**src/rtl/adder_rr_scheduler.sv**
```systemverilog
// adder_rr_scheduler
//   Round-robin front end for one shared, registered WIDTH-bit adder. Each
//   cycle at most one requester is granted; its operands are steered to the
//   adder and its index rides a tag pipeline matched to the adder latency so
//   every result comes back tagged with the requester that issued it.
//
// Ports
//   clk, rst            clock, asynchronous active-high reset
//   hold                suppress new grants (in-flight work still drains)
//   req_valid[NREQ]     per-requester request
//   req_a/req_b         packed operands, requester i at [i*WIDTH +: WIDTH]
//   req_ci[NREQ]        per-requester carry-in
//   req_ready[NREQ]     one-hot grant (or zero)
//   add_a/add_b/add_ci  operands to the shared adder
//   add_s/add_co        registered sum/carry from the shared adder
//   rsp_valid/rsp_id    result strobe and owning requester
//   rsp_s/rsp_co        result sum/carry (pass-through from the adder)
//   busy                any operation in flight
module adder_rr_scheduler #(
  parameter int WIDTH     = 32,
  parameter int NREQ      = 4,
  parameter int IDW       = 2,
  parameter int ADDER_LAT = 1
) (
  input  logic                  clk,
  input  logic                  rst,
  input  logic                  hold,
  input  logic [NREQ-1:0]       req_valid,
  input  logic [NREQ*WIDTH-1:0] req_a,
  input  logic [NREQ*WIDTH-1:0] req_b,
  input  logic [NREQ-1:0]       req_ci,
  output logic [NREQ-1:0]       req_ready,
  output logic [WIDTH-1:0]      add_a,
  output logic [WIDTH-1:0]      add_b,
  output logic                  add_ci,
  input  logic [WIDTH-1:0]      add_s,
  input  logic                  add_co,
  output logic                  rsp_valid,
  output logic [IDW-1:0]        rsp_id,
  output logic [WIDTH-1:0]      rsp_s,
  output logic                  rsp_co,
  output logic                  busy
);

  logic [IDW-1:0]       r_last_grant;
  logic [ADDER_LAT-1:0] r_vld_p;
  logic [IDW-1:0]       r_id_p [ADDER_LAT];

  logic                 w_found;
  logic [IDW-1:0]       w_gnt_idx;
  logic [IDW-1:0]       w_scan_idx;
  logic [NREQ-1:0]      w_grant;

  // Arbitration: scan starting just after the last grant so the most recently
  // served requester is considered last. Reset forces the grant off because
  // req_ready must read zero while rst is high.
  always_comb begin
    w_found    = 1'b0;
    w_gnt_idx  = '0;
    w_scan_idx = '0;
    w_grant    = '0;
    if (!rst && !hold) begin
      for (int off = 1; off <= NREQ; off++) begin
        w_scan_idx = IDW'((int'(r_last_grant) + off) % NREQ);
        if (!w_found && req_valid[w_scan_idx]) begin
          w_found   = 1'b1;
          w_gnt_idx = w_scan_idx;
        end
      end
    end
    if (w_found) begin
      w_grant[w_gnt_idx] = 1'b1;
    end
  end

  assign req_ready = w_grant;

  // Operand mux: the grant is one-hot or zero, so an OR of gated operands
  // selects the winner and yields zero when nobody is granted.
  always_comb begin
    add_a  = '0;
    add_b  = '0;
    add_ci = 1'b0;
    for (int i = 0; i < NREQ; i++) begin
      if (w_grant[i]) begin
        add_a  = add_a | req_a[i*WIDTH +: WIDTH];
        add_b  = add_b | req_b[i*WIDTH +: WIDTH];
        add_ci = add_ci | req_ci[i];
      end
    end
  end

  // Stage p0 captures the tag of the operation issued this edge; the last
  // stage lines up with the adder's registered outputs. Reset drops every
  // in-flight tag, so stale adder results are never reported.
  always_ff @(posedge clk or posedge rst) begin
    if (rst) begin
      r_last_grant <= IDW'(NREQ - 1);
      r_vld_p      <= '0;
      for (int i = 0; i < ADDER_LAT; i++) begin
        r_id_p[i] <= '0;
      end
    end else begin
      if (w_found) begin
        r_last_grant <= w_gnt_idx;
      end
      r_vld_p[0] <= w_found;
      r_id_p[0]  <= w_found ? w_gnt_idx : '0;
      for (int i = 1; i < ADDER_LAT; i++) begin
        r_vld_p[i] <= r_vld_p[i-1];
        r_id_p[i]  <= r_id_p[i-1];
      end
    end
  end

  // Final tag stage: response strobe and owner.
  assign rsp_valid = r_vld_p[ADDER_LAT-1];
  assign rsp_id    = r_id_p[ADDER_LAT-1];
  assign rsp_s     = add_s;
  assign rsp_co    = add_co;
  assign busy      = |r_vld_p;

endmodule

```
**config.mk**
```make
export PLATFORM = sky130hd
export DESIGN_NAME = adder_rr_scheduler
export DESIGN_NICKNAME = d
export VERILOG_FILES = /design/src/rtl/adder_rr_scheduler.sv
export SDC_FILE = /design/constraint.sdc
export NUM_CORES = 1
export LEC_CHECK = 0
export BUFFER_PORTS_ARGS = -buffer_cell sky130_fd_sc_hd__buf_2
export CAP_MARGIN = 20
export CORE_AREA = 4 4 154 156
export CTS_BUF_LIST = sky130_fd_sc_hd__clkbuf_8
export DETAILED_ROUTE_END_ITERATION = 10
export DIE_AREA = 0 0 158 160
export GPL_TIMING_DRIVEN = 0
export SLEW_MARGIN = 10
export SYNTH_ARGS = -nofsm -noshare
export SYNTH_HDL_FRONTEND = slang
export SYNTH_SLANG_ARGS = --single-unit
```
**constraint.sdc**
```tcl
create_clock -name clk -period 2 [get_ports clk]
set_input_delay 0.1 -clock clk [delete_from_list [all_inputs] [get_ports clk]]
set_output_delay 0.1 -clock clk [all_outputs]
set_load 0.05 [all_outputs]
```
==> results.py <==
metrics = {
    "die": {
        "start_util_pct": 11.0,
        "die-area_um2": 25300,
        "rows": 55,
        "fp.dieH_um": 160,
        "die_x_um": 158,
        "coreArea_um2": 22400,
        "pin_count": 406,
    },
    "global_route": {
        "grt_pass1_vias": 4382,
        "antenna_found_initial": 0,
        "grt.total_usage_pct": 12.5,
        "grt_pass1_wl_mm": 24.4,
        "gr-total-overflow": 0,
        "grt_max_degree": 11,
    },
    "synthesis": {
        "synth_most_common_cell": "mux2i_1",
        "synth-async-reset-ratio_pct": 100,
        "synth.cell_area_um2": 2470,
        "syn_avg_cell_area_um2": 8.40,
        "synth-edff-count": 0,
        "ys_seq_area_share_pct": 5.17,
        "yosys_warnings": 0,
        "ys_top_cells_by_area": "mux2i_1 53%, o22ai_1 16%, buf_4 10%",
        "synth_common_cells": "130 x mux2i_1, 65 x o22ai_1, 34 x buf_4",
        "syn_inst": 294,
        "syn-num-nets": 594,
        "yosysTopAreaCellShare_pct": 52.7,
        "ys_types": 26,
        "synth_flop_cell": "dfrtp_1",
        "synth_area_leader_cell": "mux2i_1",
        "ys_ff_latch": 5,
    },
    "setup_path": {
        "crit_buf_inv": 3,
        "endpoint_kind": "primary output",
        "path_delay_family": "compound AO/OA/AOI/OAI gates",
        "critical-path-max-stage-delay_ns": 0.58,
        "path_cells": "nor2b_4, o311a_4, buf_12, buf_16, mux2i_4, o22ai_4, buf_6",
        "crit_path_top_delay_cell": "dfstp_2",
        "worstPathArrival_ns": 2.27,
        "worstPathRequired_ns": 1.90,
        "start_kind": "flip-flop",
        "path_class": "flip-flop to primary output",
        "critPathMaxFanout": 7,
    },
    "timing": {
        "finalHoldViolations": 0,
        "worstMarginPinSlew_ns": 0.577,
        "setup_ws_ns": -0.366,
        "setup-tns-final_ns": -20.02,
        "fin_skew_ns": 0.00320,
        "rsz0062_at_grt": "true",
        "fmax_mhz": 423,
        "relSlewSlack_pct": 61.2,
        "setup_violations": 68,
        "finalCriticalPeriod_ns": 2.37,
        "holdWs_ns": 0.201,
        "layout_worst_path_cycle_share_pct": 118,
        "slew_violations": 0,
    },
    "finish": {
        "drive_gt1_share_pct": 84.3,
        "utilization_pct": 31.3,
        "diodes": 0,
        "nFillCells": 2322,
        "final_design_area_no_fill_um2": 7000,
        "area_growth_pct": 183,
        "final_nets": 994,
    },
    "pwr": {
        "irDropWorstVdd_v": 0.000312,
        "p_leak_nw": 3.28,
        "p_per_area_nw_per_um2": 654,
        "totalPowerFinal_mw": 4.58,
    },
    "cts": {
        "cts_tree": "built",
        "path_clk_slew_ns": 0.04,
        "cts_root_buf": "clkbuf_8",
        "cts-buffers-inserted": 3,
        "cts.path.max_buffers": 2,
        "clk_latency_ns": 0.22,
        "cts_max_level": 1,
        "clock_sinks": 5,
    },
    "outcome": {
        "status": "complete, but fails checks",
        "violations": "negative setup slack",
    },
    "placed_design": {
        "postPlaceCellArea_um2": 5260,
        "portBuffers": 372,
        "post-dp-hpwl_mm": 13.8,
        "gp_congestion": 0.828,
    },
    "routing": {
        "drc": 0,
        "vias_per_cell": 4.08,
        "routed_wl_mm": 17.8,
        "dr_total_vias": 3986,
        "drt_pass1_iterations": 4,
        "routedWlPerCell_um": 18.2,
        "ant_nets": 0,
        "drtIter0Drc": 60,
    },
    "run": {
        "maxCapViolations": 0,
    },
    "worst_hold_path": {
        "min_path_type": "primary input to flip-flop",
    },
}
==> metal layers <==
layer / vias up / GRT usage [%] / share of wire (%)
li1: 1932 / - / -
met1: 1844 / 15.3 / 38
met2: 200 / 23.8 / 54
met3: 10 / 1.25 / 6.0
met4: 0 / 1.94 / 1.2
met5: - / 0 / 0
==> power breakdown <==
| group | internal, mW | switching, mW | total [mW] | leakage [nW] |
|---|---|---|---|---|
| combinational | 2.04 | 2.21 | 4.26 | 3.19 |
| clock | 0.132 | 0.0525 | 0.184 | 0.0269 |
| sequential | 0.123 | 0.0154 | 0.139 | 0.0608 |
==> final cells by class <==
cell class | instances | area (um^2) | share of cell area, %
sequential | 5 | 128 | 1.82
tap | 285 | 357 | 5.10
buffer | 62 | 686 | 9.80
timing repair buffer | 397 | 2700 | 38.6
inverter | 4 | 15.0 | 0.215
clock inverter | 1 | 3.75 | 0.0536
multi-input combinational | 221 | 3070 | 43.8
clock buffer | 3 | 41.3 | 0.590
==> flip-flops by register name, indices dropped and copies added, names as in the netlist <==
register	count
r_last_grant	2
busy	1
rsp_id	2
==> worst reg2reg max path, cell delays in order (launching register included) <==
cell and delay (ns):
dfstp_2 0.55, buf_6 0.10, o21ai_2 0.07, a311o_2 0.36, buf_12 0.15, buf_4 0.14, buf_12 0.13, buf_16 0.14
buf_4 0.14, nand2_1 0.05
==> layout by cell type, fill, tap and decap left out, types with 4 or more instances in the layout <==
master	count
o22ai_1	18
o22ai_2	11
buf_12	12
buf_2	303
o22ai_4	36
mux2i_2	21
mux2i_4	40
clkbuf_8	4
clkbuf_4	7
clkbuf_16	9
buf_8	6
buf_6	47
mux2i_1	69
buf_16	7
nor2_1	4
buf_4	63
==> cell families after synthesis <==
kind of cell | count (synthesis) | share of synthesized area, %
compound gates | 73 | 18.9
buf+inv | 68 | 19.6
flops | 5 | 5.17
mux | 130 | 52.7
simple gates | 18 | 3.70
==> stage by stage <==
stage / setup slack [ns] / instances
floorplan: -0.326 / 294
global placement: -1.05 / 951
detailed placement: -1.05 / 954
CTS: -0.395 / 971
global route: -0.443 / 978
finish: -0.366 / 978
==> final timing paths <==
check                                startpoint              end  slack [ns]  cells after the start
min in group asynchronous                   rst             busy        0.38                      3
max in group asynchronous                   rst  r_last_grant[0]        1.38                      3
worst min register to register  r_last_grant[0]  r_last_grant[0]        0.50                      2
worst max-delay path            r_last_grant[0]        add_a[10]       -0.37                      7
worst max register to register  r_last_grant[1]  r_last_grant[0]        0.12                      9
worst min-delay path                       hold        rsp_id[1]        0.20                      2
==> timing repair <==
item | 4_1_cts | 5_1_grt
hold endpoints to repair | 3 | 0
gates cloned | 7 | 6
gates resized for setup | 262 | 50
hold buffers | 1 | 0
buffers inserted | 6 | 4
pin swaps | 11 | 37
setup endpoints to repair | 71 | 69
Note: power is estimated with default switching activity, not from simulation.
